`src/rtl/mat_packet_engine.sv`:
```
// rtl/mat_packet_engine.sv - checksummed UART hyperpacket parser and responder for the DIMxDIM multiplier
// Optional inter-byte timeout enabled by defining MAT_PKT_TIMEOUT_EN.
module mat_packet_engine #(
  parameter int         DIM            = 2,
  parameter logic [7:0] OPCODE         = 8'hFF,
  parameter logic [7:0] ERR_CODE       = 8'hEE,
  parameter int         TIMEOUT_CYCLES = 1200000
) (
  input  logic                   clk,
  input  logic                   rst_n,
  input  logic [7:0]             rx_byte,
  input  logic                   rx_valid,
  output logic [7:0]             tx_byte,
  output logic                   tx_send,
  input  logic                   tx_busy,
  output logic [8*DIM*DIM-1:0]   a_flat,
  output logic [8*DIM*DIM-1:0]   b_flat,
  output logic                   mul_start,
  input  logic                   mul_done,
  input  logic [8*DIM*DIM-1:0]   c_flat,
  output logic                   busy,
  output logic                   err_led
);

  localparam int N  = DIM * DIM;
  localparam int IW = $clog2(N + 2);
  localparam logic [IW-1:0] LAST_IDX = IW'(N - 1);
  localparam logic [IW-1:0] LAST_TX  = IW'(N + 1);

  typedef enum logic [2:0] {
    S_IDLE, S_MAT_ID, S_JOB, S_DATA, S_CSUM, S_COMPUTE, S_SEND, S_ERR
  } state_t;

  state_t           state_q, state_d;
  logic             job_open, mat_sel;
  logic [7:0]       job_id, sum;
  logic [1:0]       err_code;
  logic [IW-1:0]    idx, tx_cnt;
  logic [8*N-1:0]   shadow, c_buf;
  logic [7:0]       resp [N+2];
  logic             send_ok, parsing, timeout;

  assign busy    = (state_q == S_COMPUTE) || (state_q == S_SEND) || (state_q == S_ERR);
  assign parsing = (state_q == S_MAT_ID) || (state_q == S_JOB) ||
                   (state_q == S_DATA) || (state_q == S_CSUM);
  // uart raises tx_busy one cycle late, so never send in the cycle after a send
  assign send_ok = !tx_busy && !tx_send;

`ifdef MAT_PKT_TIMEOUT_EN
  logic [31:0] to_cnt;
  always_ff @(posedge clk or negedge rst_n) begin
    if (!rst_n)                  to_cnt <= '0;
    else if (rx_valid || !parsing) to_cnt <= '0;
    else if (!timeout)           to_cnt <= to_cnt + 32'd1;
  end
  assign timeout = parsing && !rx_valid && (to_cnt >= 32'(TIMEOUT_CYCLES));
`else
  assign timeout = (TIMEOUT_CYCLES < 0);
`endif

  always_comb begin
    resp[0] = job_id;
    resp[N+1] = job_id;
    for (int i = 0; i < N; i++) begin
      resp[i+1]  = c_buf[8*i +: 8];
      resp[N+1]  = resp[N+1] + c_buf[8*i +: 8];
    end
  end

  always_comb begin
    state_d = state_q;
    case (state_q)
      S_IDLE:    if (rx_valid && rx_byte == OPCODE) state_d = S_MAT_ID;
      S_MAT_ID:  if (rx_valid) state_d = (rx_byte == {7'd0, job_open}) ? S_JOB : S_ERR;
      S_JOB:     if (rx_valid) state_d = (mat_sel && rx_byte != job_id) ? S_ERR : S_DATA;
      S_DATA:    if (rx_valid && idx == LAST_IDX) state_d = S_CSUM;
      S_CSUM:    if (rx_valid) state_d = (rx_byte != sum) ? S_ERR : (mat_sel ? S_COMPUTE : S_IDLE);
      S_COMPUTE: if (mul_done) state_d = S_SEND;
      S_SEND:    if (send_ok && tx_cnt == LAST_TX) state_d = S_IDLE;
      S_ERR:     if (send_ok && tx_cnt == IW'(1)) state_d = S_IDLE;
      default:   state_d = S_IDLE;
    endcase
    if (timeout) state_d = S_IDLE;
  end

  always_ff @(posedge clk or negedge rst_n) begin
    if (!rst_n) state_q <= S_IDLE;
    else        state_q <= state_d;
  end

  always_ff @(posedge clk or negedge rst_n) begin
    if (!rst_n) begin
      job_open <= 1'b0; mat_sel <= 1'b0; job_id <= '0; sum <= '0; err_code <= '0;
      idx <= '0; tx_cnt <= '0; shadow <= '0; c_buf <= '0;
      a_flat <= '0; b_flat <= '0; tx_byte <= '0; tx_send <= 1'b0;
      mul_start <= 1'b0; err_led <= 1'b0;
    end else begin
      tx_send   <= 1'b0;
      mul_start <= 1'b0;
      if (state_q != S_SEND && state_q != S_ERR) tx_cnt <= '0;
      if (timeout) begin
        job_open <= 1'b0;
        idx      <= '0;
      end else begin
        case (state_q)
          S_IDLE: sum <= '0;
          S_MAT_ID: if (rx_valid) begin
            mat_sel  <= rx_byte[0];
            sum      <= rx_byte;
            err_code <= 2'd1;
          end
          S_JOB: if (rx_valid) begin
            sum      <= sum + rx_byte;
            idx      <= '0;
            err_code <= 2'd2;
            if (!mat_sel) job_id <= rx_byte;
          end
          S_DATA: if (rx_valid) begin
            shadow[8*idx +: 8] <= rx_byte;
            sum <= sum + rx_byte;
            idx <= (idx == LAST_IDX) ? '0 : idx + IW'(1);
          end
          S_CSUM: if (rx_valid) begin
            err_code <= 2'd3;
            if (rx_byte == sum) begin
              if (mat_sel) begin
                b_flat    <= shadow;
                mul_start <= 1'b1;
              end else begin
                a_flat   <= shadow;
                job_open <= 1'b1;
              end
            end
          end
          S_COMPUTE: if (mul_done) c_buf <= c_flat;
          S_SEND: if (send_ok) begin
            tx_send <= 1'b1;
            tx_byte <= resp[tx_cnt];
            tx_cnt  <= tx_cnt + IW'(1);
            if (tx_cnt == LAST_TX) job_open <= 1'b0;
          end
          S_ERR: if (send_ok) begin
            tx_send <= 1'b1;
            tx_byte <= (tx_cnt == '0) ? ERR_CODE : {6'd0, err_code};
            tx_cnt  <= tx_cnt + IW'(1);
            if (tx_cnt == IW'(1)) begin
              err_led  <= ~err_led;
              job_open <= 1'b0;
            end
          end
          default: ;
        endcase
      end
    end
  end

endmodule

```
`config.mk`:
```
export PLATFORM = sky130hd
export DESIGN_NAME = mat_packet_engine
export DESIGN_NICKNAME = d
export VERILOG_FILES = /design/src/rtl/mat_packet_engine.sv
export SDC_FILE = /design/constraint.sdc
export NUM_CORES = 1
export LEC_CHECK = 0
export CAP_MARGIN = 25
export CORE_MARGIN = 2
export CORE_UTILIZATION = 50
export CTS_CLUSTER_SIZE = 20
export DETAILED_ROUTE_END_ITERATION = 16
export PLACE_DENSITY_LB_ADDON = 0.12
export SYNTH_ARGS = -nofsm -noshare
export SYNTH_HDL_FRONTEND = slang
export SYNTH_SLANG_ARGS = --single-unit
export TNS_END_PERCENT = 30
```
`constraint.sdc`:
```
create_clock -name clk -period 6.8 [get_ports clk]
set_input_delay 1.02 -clock clk [delete_from_list [all_inputs] [get_ports clk]]
set_output_delay 1.02 -clock clk [all_outputs]
set_load 0.02 [all_outputs]
```
==> summary.md, run 1 <==
| Metric | Value |
|---|---|
| Total Wirelength | 18650 um |
| Die height | 134.6 um |
| Worst R2R Path Depth | 13 |
| Final worst path period share | 0.5556 |
| Drt pass-1 iters | 5 |
| Met1 Use GR | 0.3023 |
| Count leader, synth | dfrtp_1 |
| PostCTS Resize Cnt | 0 |
| FF-to-FF End | tx_byte[7]$_DFFE_PN0P_ |
| Placer Congestion | 0.8270 |
| Leading cell types by count after synthesis | 168 x dfrtp_1, 115 x mux2_2, 75 x inv_1, 62 x nand2_1, 43 x o21ai_0 |
| Post-DR vias/cell | 5.496 |
| Initial Util | 0.5124 |
| Worst Skew | 8.030 ps |
| Worst-Margin Slew | ~940 ps |
| Num rows | 47 |
| Clk slew on worst S/H paths | 60 ps |
| Largest net degree at the start of global routing | between 90 and 100 |
| TritonCTS clock tree | built |
| Setup violations, final | 0 |
| Area contributors post-synth | dfrtp_1 49%, mux2_2 15%, fa_1 4.9%, inv_1 3.3%, ha_1 3.1% |
| Total power | about 5.2 mW |
| Post-layout minimum cycle time | about 3800 ps |
| DP Wirelength | ~13000 um |
| Boundary Pins | 121 |
| Bufs on Longest Clock Path | 2 |
| Port Buf Inserts | between 100 and 150 |
| H-tree levels | 4 |
| Overflow left after global routing | 0 |
| Number of fill cells in the layout | 1314 |
| Worst hold path depth | 1 |
| Syn Area/Cell | 11.71 um2 |
| GR Util met3 | 0.03754 |
| CTS Sinks | 168 |
| Seq cells post-synth | 168 |
| Initial antenna violation count | 0 |
| Crit path cell chain | inv_1 -> fa_1 -> fa_1 -> fa_1 -> inv_1 -> ha_1 -> fa_1 -> a211oi_1 -> o21ai_0 -> a21oi_1 -> xnor2_1 -> o21ai_0 -> a21oi_1 |
| Share of layout cells above drive strength 1 | 0.1927 |
| Die Width | between 100 and 150 um |
| Synth top area share | 0.4930 |
| Hold Crit Class | reg2reg |
| Critical path fanouts, max | 4 |
| Critical Path Max Stage Delay | 570 ps |
| First-pass GRT wire length | 31280 um |
| VDD IR max | 0.5101 mV |
| CTS Root Cell | clkbuf_16 |
| GR met2 Demand/Resource | 0.3577 |
| Most frequent CP cell | fa_1 |
| DR iter-0 viols | 282 |
| Final hold violations | 0 |
| Min-Delay Startpoint | b_flat[7]$_DFFE_PN0P_ |
| Max_cap viols | 0 |
| Area Overhead vs Synth | 23.17% |
| Inserted Clock Buffers | 17 |
| Crit path buf inv count | 2 |
| Leading area contributor after synthesis | dfrtp_1 |
| ANT nets after route | 0 |
| Worst Setup Start Kind | flip-flop |
| Synth async-reset ratio | 1.000 |
| Routed WL per cell | ~17 um |
| Slowest cell on the critical path | fa_1 |
| Unrepaired setup endpoints after global routing | false |
| CP required | between 7000 and 8000 ps |
| Number of synthesized flops with an enable pin | 0 |
| Post-CTS setup buffer count | 0 |
| Post-route DRC | 0 |
| Vias post-DR | 5886 |
| Power per cell area | 499.8 mW/mm2 |
| Slew Viols, Final | 0 |
| Reg2reg start | job_id[1]$_DFFE_PN0P_ |
| Syn_nets | between 800 and 900 |
| Slew headroom | 0.3706 |
| CP Capture Type | flip-flop |
| Sequential-to-total area share from yosys stat | 0.4930 |
| Core area | 0.01664 mm2 |
| R2r setup slk | 3020 ps |
| Clk_lat worst skew | about 420 ps |
| Critical path class | reg2reg |
| Netlist Area Pre-Place | approximately 0.0085 mm2 |
| Worst EP arrival | 4070 ps |
| Die area | 0.01812 mm2 |
| CTS hold repair buffers | 0 |
| Mapped Cells | 728 |
| Hold EP | b_flat[7]$_DFFE_PN0P_ |
| Top_reg_cell synth | dfrtp_1 |
| Status | complete, no violations |
| Synth unique cells | 56 |
| Static leakage | approximately 4.9 nW |
| Number of diodes | 0 |
| Fin nets | 925 |
| Vias in the first global route | 6047 |
| Total Routing Usage GR | 0.2196 |
| Synth Warn # | 0 |
| Maximum clock rate | 264.7 MHz |
| Setup TNS | 0 ps |
| Most Crowded Layer GR | met2 |
| Top delay family on crit path | adder cells |
## layout make-up
type	instances	area, um2	share of cell area
Clock buffer	22	444.2	0.04229
Sequential cell	168	4204	0.4002
Timing Repair Buffer	128	1282	0.1221
Multi-Input combinational cell	448	3846	0.3662
Tap cell	220	275.3	0.02621
Clock inverter	10	170.2	0.01620
Inverter	75	281.5	0.02680
## per-layer routing
layer / vias to the layer above / part of all wire
met5: - / 0
met4: 0 / 0.017
met3: 33 / 0.041
li1: 2744 / -
met1: 2955 / 0.45
met2: 154 / 0.49
## stage by stage
stage | cell area, um2 | hold slack, ps | utilization | worst slack [ps] | cells
2_1_floorplan | 8528 | 453.8 | - | 3274 | 728
3_3_place_gp | 9862 | 466.1 | 0.5926 | 2779 | 1038
3_5_place_dp | 9862 | 479.2 | 0.5926 | 2733 | 1038
4_1_cts | 10480 | 492.9 | 0.6295 | 3034 | 1070
5_1_grt | 10500 | 505.9 | 0.6312 | 2780 | 1071
6_report | 10500 | 487.3 | 0.6312 | 3022 | 1071
## cells by family (layout without fill, tap and decap cells)
kind of cell,after synthesis,count (layout),share of synthesized area
simple gates,133,133,0.07600
fa+ha+maj,42,42,0.08011
buf+inv,112,235,0.05604
compound gates,112,112,0.08216
xor+xnor,28,28,0.02876
mux,133,133,0.1840
flops,168,168,0.4930
## flip-flops by register name (all words and copies together), names as in the netlist
register,cells
err_led,1
sum,8
shadow,32
c_buf,32
err_code,2
mat_sel,1
state_q,3
tx_send,1
tx_cnt,3
job_open,1
tx_byte,8
b_flat,32
mul_start,1
job_id,8
idx,3
a_flat,32
## worst register-to-register path, cell delays in order (launching register included)
cell and delay (ps):
dfrtp_1 410, inv_1 90, fa_1 570, fa_1 450
fa_1 510, inv_1 40, ha_1 220, fa_1 430
a211oi_1 300, o21ai_0 140, a21oi_1 190, xnor2_1 80
o21ai_0 150, a21oi_1 80
## placed cells by master, fill, tap and decap left out, types with 5 or more instances in the layout
cell type | Yosys | layout
buf_4 | 0 | 7
fa_1 | 21 | 21
mux2_1 | 5 | 5
clkbuf_1 | 18 | 5
xnor2_1 | 15 | 15
o21ai_0 | 43 | 43
mux2i_1 | 6 | 6
nor2b_1 | 5 | 5
clkdlybuf4s50_1 | 0 | 119
xor2_1 | 13 | 13
a21oi_1 | 22 | 22
nand2_1 | 62 | 62
a211oi_1 | 6 | 6
mux2_2 | 115 | 115
dfrtp_1 | 168 | 168
ha_1 | 21 | 21
clkbuf_16 | 0 | 17
mux4_2 | 7 | 7
inv_1 | 75 | 75
nand4_1 | 6 | 6
nor2_1 | 23 | 23
nand3_1 | 10 | 10
## power breakdown
part | switching (mW) | leakage, nW | internal [mW] | total (mW)
registers | 0.261 | 2.23 | 1.25 | 1.51
clock network | 0.390 | 0.294 | 0.618 | 1.01
logic | 1.47 | 2.32 | 1.26 | 2.73
total | 2.12 | 4.85 | 3.13 | 5.25
## worst max-delay path by stage
stage                               start  cells after the start  slack (ps)                endpoint
global route        job_id[1]$_DFFE_PN0P_                     13        2780  tx_byte[7]$_DFFE_PN0P_
CTS                 job_id[1]$_DFFE_PN0P_                     13        3030  tx_byte[7]$_DFFE_PN0P_
floorplan           job_id[1]$_DFFE_PN0P_                     13        3270  tx_byte[7]$_DFFE_PN0P_
detailed placement             rx_byte[2]                      7        2730  a_flat[21]$_DFFE_PN0P_
global placement               rx_byte[5]                      7        2780  a_flat[26]$_DFFE_PN0P_
finish              job_id[1]$_DFFE_PN0P_                     13        3020  tx_byte[7]$_DFFE_PN0P_
Note: power is estimated with default switching activity, not from simulation.
==> run 2, diff against run 1 <==
==> constraint.sdc (replaced) <==
create_clock -name clk -period 3.72 [get_ports clk]
set_input_delay 0.558 -clock clk [delete_from_list [all_inputs] [get_ports clk]]
set_output_delay 0.558 -clock clk [all_outputs]
set_load 0.02 [all_outputs]
==> run 2 against run 1 <==
Against the previous run:
- die area unchanged
- sequential power up 81%
- largest power group unchanged
- critical path type unchanged
- non-clock buffer count is 16 higher
- combinational power increased by 120%
- final cell count is 1.5% higher
- first-iteration DRC count increased by 13%
- total power up 100%
- sequential share of layout area fell by 0.87 points
- clock power is 84% higher
- count of clock-buffer cells in the layout shrank 4
==> summary.md, run 2 (synthesized netlist as in run 1, its figures left out) <==
| Metric | Value |
|---|---|
| Status | complete, no violations |
| CP required | around 4100 ps |
| Number of diodes | 0 |
| Worst EP arrival | around 4000 ps |
| Area Overhead vs Synth | 25.89% |
| ANT nets after route | 0 |
| Final hold violations | 0 |
| Drt pass-1 iters | 5 |
| Die area | 0.01812 mm2 |
| Hold Crit Class | in2async |
| Routed WL per cell | 17.93 um |
| Worst Skew | between 6 and 7 ps |
| Power per cell area | 979.3 mW/mm2 |
| Most frequent CP cell | inv_1 |
| CTS Sinks | 168 |
| Num rows | 47 |
| Slew Viols, Final | 0 |
| Total Routing Usage GR | 0.2247 |
| Static leakage | about 5.0 nW |
| Critical Path Max Stage Delay | 530 ps |
| Total Wirelength | 19490 um |
| Total power | between 10 and 15 mW |
| Inserted Clock Buffers | 17 |
| Setup TNS | 0 ps |
| Largest net degree at the start of global routing | roughly 120 |
| Setup violations, final | 0 |
| Max_cap viols | 0 |
| Fin nets | 941 |
| Die height | between 100 and 150 um |
| Post-layout minimum cycle time | 3614 ps |
| Core area | 0.01664 mm2 |
| DP Area | between 0.009 and 0.01 mm2 |
| Boundary Pins | 121 |
| GR met2 Demand/Resource | 0.3778 |
| GR Util met3 | 0.02815 |
| Bufs on Longest Clock Path | 2 |
| Clk_lat worst skew | 420 ps |
| Slew headroom | 0.4134 |
| Maximum clock rate | 276.7 MHz |
| DP Wirelength | 13850 um |
| Finished Cell Area | ~0.011 mm2 |
| Worst-Margin Slew | 879.8 ps |
| Final worst path period share | 0.9716 |
| Vias post-DR | 5982 |
| Port Buf Inserts | 120 |
| CTS hold repair buffers | 0 |
| CP Capture Type | flip-flop |
| Placer Congestion | roughly 0.85 |
| CTS Root Cell | clkbuf_16 |
| Met1 Use GR | 0.3092 |
| Most Crowded Layer GR | met2 |
| Share of layout cells above drive strength 1 | 0.2284 |
| Slowest cell on the critical path | fa_1 |
| Post-DR vias/cell | between 5 and 6 |
| Overflow left after global routing | 0 |
| Vias in the first global route | 6067 |
| Post-route DRC | 0 |
| VDD IR max | 0.9615 mV |
| Most frequent cells in the layout | 168 x dfrtp_1, 119 x clkdlybuf4s50_1, 115 x mux2_2, 72 x inv_1, 62 x nand2_1 |
| Die Width | 134.6 um |
| H-tree levels | 4 |
| First-pass GRT wire length | about 32000 um |
| TritonCTS clock tree | built |
| Critical path fanouts, max | 5 |
| Crit path cell chain | inv_1 -> fa_1 -> inv_1 -> fa_1 -> inv_1 -> fa_1 -> inv_1 -> ha_2 -> nand3_1 -> o2111ai_2 -> xor2_1 -> mux2i_1 -> o32a_1 -> o21ai_1 |
| Final Non-Filler Cells | ~1100 |
| Critical path class | reg2reg |
| Dpl cells | ~1000 |
| DR iter-0 viols | 320 |
| Commonest non-fill, non-tap cell in the layout | dfrtp_1 |
| Worst Setup Start Kind | flip-flop |
| Clk slew on worst S/H paths | 70 ps |
| Initial Util | 0.5124 |
| Initial antenna violation count | 0 |
run 2: timing repair:
item	CTS	global route
pin swaps	0	11
endpoints found under the setup margin	1	4
gates resized for setup	1	15
buffers inserted	0	6
run 2: final timing paths:
check / slack [ps] / startpoint / depth (start not counted) / to
min reg2reg: 480 / err_led$_DFFE_PN0P_ / 1 / err_led$_DFFE_PN0P_
min: 70 / rst_n / 1 / b_flat[6]$_DFFE_PN0P_
min in group clk: 480 / err_led$_DFFE_PN0P_ / 1 / err_led$_DFFE_PN0P_
max reg2reg: 110 / job_id[3]$_DFFE_PN0P_ / 14 / tx_byte[6]$_DFFE_PN0P_
max in group asynchronous: 2930 / rst_n / 2 / sum[0]$_DFFE_PN0P_
max: 110 / job_id[3]$_DFFE_PN0P_ / 14 / tx_byte[6]$_DFFE_PN0P_
run 2: layout make-up:
type | count | area, um2
multi-input cells | 448 | 3911
repair buffers | 144 | 1440
well taps | 220 | 275.3
clock buffers | 18 | 439.2
fillers | 1260 | 5906
flip-flops and latches | 168 | 4204
clock inverters | 14 | 185.2
inverters | 75 | 281.5
run 2: through the flow:
step	util	worst slack [ps]	hold WS, ps
2_1_floorplan	-	194.4	262.4
3_3_place_gp	0.5994	85.06	464.1
3_5_place_dp	0.5994	-10.15	476.0
4_1_cts	0.6372	13.59	346.8
5_1_grt	0.6451	-45.99	98.78
6_report	0.6451	105.5	72.08
run 2: power by group:
| group | total, mW | internal, mW | switching [mW] |
|---|---|---|---|
| Clock | 1.86 | 1.09 | 0.769 |
| Sequential | 2.74 | 2.28 | 0.463 |
| Combinational | 5.91 | 2.82 | 3.08 |
run 2: worst max-delay path: cells and delay by family, from the launching register on:
family                     cells  cell delay, ps
adders and majority gates      4            1910
buffers and inverters          4             210
DFF                            1             350
muxes                          1              90
xor gates and xnor gates       1             170
and+or+nand+nor                1             110
AOI/OAI and AO/OA              3             690
run 2: metal layers:
metal	routed length, um	part of all wire
met1	8485	0.44
met2	9933	0.51
met3	790	0.041
met4	281	0.014
met5	0	0
==> run 3, diff against run 2 <==
--- a/config.mk
+++ b/config.mk
@@ -5,6 +5,7 @@
 export SDC_FILE = /design/constraint.sdc
 export NUM_CORES = 1
 export LEC_CHECK = 0
+export ABC_AREA = 1
 export CAP_MARGIN = 25
 export CORE_MARGIN = 2
 export CORE_UTILIZATION = 50
==> run 3 against run 2 <==
Against the previous run:
- clock power barely moved
- critical path type unchanged
- highest routed layer unchanged
- non-clock buffer count shrank 7
- via count rose by 20%
- largest power group unchanged
- maximum frequency grew 5.6%
==> summary.md, run 3 <==
| Metric | Value |
|---|---|
| Vias in the first global route | 6730 |
| Bufs on Longest Clock Path | 2 |
| Maximum clock rate | 292.0 MHz |
| DR iter-0 viols | around 420 |
| TritonCTS clock tree | built |
| Routed WL per cell | 14.58 um |
| DP Wirelength | 14660 um |
| Number of synthesized flops with an enable pin | 0 |
| VDD IR max | 0.8902 mV |
| Worst EP arrival | ~3700 ps |
| Clk_lat worst skew | 430 ps |
| Overflow left after global routing | 0 |
| Most frequent cells in the layout | 246 x nand2_1, 168 x dfrtp_1, 159 x inv_1, 135 x o21ai_0, 119 x clkdlybuf4s50_1 |
| Post-route DRC | 0 |
| Setup TNS | 0 ps |
| Die Width | 135.5 um |
| Netlist Area Pre-Place | 0.008647 mm2 |
| R2r setup slk | 300 ps |
| Sequential-to-total area share from yosys stat | 0.4862 |
| Die height | 135.5 um |
| CTS Root Cell | clkbuf_16 |
| Crit path cell chain | inv_1 -> fa_1 -> fa_1 -> fa_1 -> inv_1 -> ha_1 -> fa_2 -> inv_1 -> o21ai_0 -> xor2_1 -> o21ai_0 -> nand2_1 -> nand2_1 -> nand3_1 |
| Mapped Cells | 1047 |
| Leading cell types by count after synthesis | 248 x nand2_1, 168 x dfrtp_1, 159 x inv_1, 135 x o21ai_0, 74 x nor2_1 |
| Synth top area share | 0.4862 |
| Leading area contributor after synthesis | dfrtp_1 |
| Final hold violations | 0 |
| Die area | between 0.015 and 0.02 mm2 |
| Post-layout minimum cycle time | 3424 ps |
| Placer Congestion | between 0.8 and 0.9 |
| Setup violations, final | 0 |
| Vias post-DR | 7162 |
| Post-DR vias/cell | 5.101 |
| Drt pass-1 iters | 5 |
| Fin nets | between 1000 and 1500 |
| Clk slew on worst S/H paths | 80 ps |
| Crit path buf inv count | 3 |
| First-pass GRT wire length | 34230 um |
| Num rows | 48 |
| Reg2reg start | job_id[1]$_DFFE_PN0P_ |
| Area contributors post-synth | dfrtp_1 49%, nand2_1 11%, o21ai_0 7.8%, inv_1 6.9%, fa_1 4.9% |
| Top_reg_cell synth | dfrtp_1 |
| Max_cap viols | 0 |
| Initial Util | 0.5052 |
| Unrepaired setup endpoints after global routing | false |
| H-tree levels | 4 |
| Worst Setup Start Kind | flip-flop |
| Status | complete, no violations |
| Seq cells post-synth | about 170 |
| Commonest non-fill, non-tap cell in the layout | nand2_1 |
| Slew Viols, Final | 0 |
| CP required | approximately 4000 ps |
| CTS hold repair buffers | 0 |
| Synth Warn # | 0 |
| Share of layout cells above drive strength 1 | 0.07125 |
| Synth unique cells | 41 |
| Top delay family on crit path | adder cells |
| Final Util | 0.6288 |
| Total Wirelength | 20470 um |
| Boundary Pins | 121 |
| Final worst path period share | 0.9205 |
| CTS Sinks | 168 |
| Number of diodes | 0 |
| Syn Area/Cell | 8.259 um2 |
| Static leakage | between 5 and 6 nW |
| Critical path class | reg2reg |
| Power per cell area | 940.8 mW/mm2 |
| Syn_nets | 1134 |
| Inserted Clock Buffers | 17 |
| FF-to-FF End | tx_byte[5]$_DFFE_PN0P_ |
| Total Routing Usage GR | 0.2375 |
| Count leader, synth | nand2_1 |
| Critical path fanouts, max | 4 |
| Synth async-reset ratio | 1.000 |
| Largest net degree at the start of global routing | 95 |
| Critical Path Max Stage Delay | between 500 and 600 ps |
| Number of fill cells in the layout | 1558 |
| Hold Crit Class | in2async |
| ANT nets after route | 0 |
| Worst Skew | 7.153 ps |
| Initial antenna violation count | 0 |
| Port Buf Inserts | 120 |
| Worst R2R Path Depth | 14 |
| Slew headroom | 0.3786 |
| Core area | 0.01712 mm2 |
| CP Capture Type | flip-flop |
| Area Overhead vs Synth | 24.47% |
| Slowest cell on the critical path | fa_1 |
| Worst-Margin Slew | 928.9 ps |
==> run 3: changes by cell type in the layout (fill, tap and decap cells not counted), moves of 6 or more <==
cell / previous run / this run
xnor2_1: 15 / 2
xor2_1: 13 / 3
nand4_1: 6 / 13
o21ai_0: 41 / 135
mux2i_1: 6 / 0
mux2_2: 115 / 7
inv_1: 72 / 159
nand2_1: 62 / 246
inv_8: 1 / 7
o21ai_2: 0 / 8
nand3_1: 10 / 34
mux4_2: 7 / 0
nor2_1: 23 / 74
a21oi_1: 21 / 69
==> run 3: through the flow <==
stage,setup slack [ps],hold slack [ps],instances,instance area (um2),power (mW)
global route,5.289,259.0,1404,10760,11.31
detailed placement,196.9,464.8,1369,10090,7.964
finish,295.8,194.2,1404,10760,10.13
global placement,289.3,461.3,1369,10090,7.896
floorplan,418.4,262.4,1047,8647,6.700
CTS,150.4,243.0,1401,10720,9.897
==> run 3: per-layer routing <==
metal  vias to the layer above  track usage  part of all wire
li1                       3593            -                 -
met1                      3356       0.3364              0.47
met2                       186       0.3841              0.47
met3                        27      0.03217             0.042
met4                         0      0.07292             0.017
met5                         -            0                 0
==> run 3: cells by family after synthesis <==
group / Yosys count / share of synthesized area
fa+ha+maj: 42 / 0.07900
buf+inv: 202 / 0.09203
simple gates: 390 / 0.1868
flops: 168 / 0.4862
mux: 7 / 0.009116
xor+xnor: 5 / 0.005065
compound gates: 233 / 0.1418
==> run 3: power breakdown <==
group	internal, mW	total [mW]	leakage, nW	switching (mW)
sequential	2.25	2.55	2.15	0.300
combinational	2.30	5.74	2.77	3.43
clock	0.984	1.84	0.307	0.858
total	5.54	10.1	5.23	4.59
==> run 3: worst register-to-register path, delay by kind of cell, from the launching register on <==
kind	cells	cell delay (ps)
buf+inv	3	210
flops	1	400
compound gates	2	250
xor+xnor	1	150
fa+ha+maj	5	2130
simple gates	3	170
==> run 3: cell type report <==
class | count | area, um2 | area share
timing repair buffer | 137 | 1355 | 0.1259
inverter | 165 | 621.8 | 0.05778
tap | 225 | 281.5 | 0.02616
multi-input combinational | 677 | 3675 | 0.3414
clock buffer | 17 | 425.4 | 0.03953
clock inverter | 15 | 200.2 | 0.01860
sequential | 168 | 4204 | 0.3906
==> run 3: worst max path at each step <==
stage / cells after the start / end / start / slack, ps
6_report: 14 / tx_byte[5]$_DFFE_PN0P_ / job_id[1]$_DFFE_PN0P_ / 300
4_1_cts: 15 / tx_byte[5]$_DFFE_PN0P_ / job_id[4]$_DFFE_PN0P_ / 150
2_1_floorplan: 14 / tx_byte[5]$_DFFE_PN0P_ / job_id[1]$_DFFE_PN0P_ / 420
3_5_place_dp: 15 / tx_byte[5]$_DFFE_PN0P_ / job_id[4]$_DFFE_PN0P_ / 200
3_3_place_gp: 15 / tx_byte[5]$_DFFE_PN0P_ / job_id[4]$_DFFE_PN0P_ / 290
5_1_grt: 18 / tx_byte[6]$_DFFE_PN0P_ / job_id[5]$_DFFE_PN0P_ / 5
==> run 3: repair_timing <==
action / CTS / global route
gates resized for setup: 0 / 4
endpoints found under the setup margin: 0 / 3
setup buffers: 0 / 3
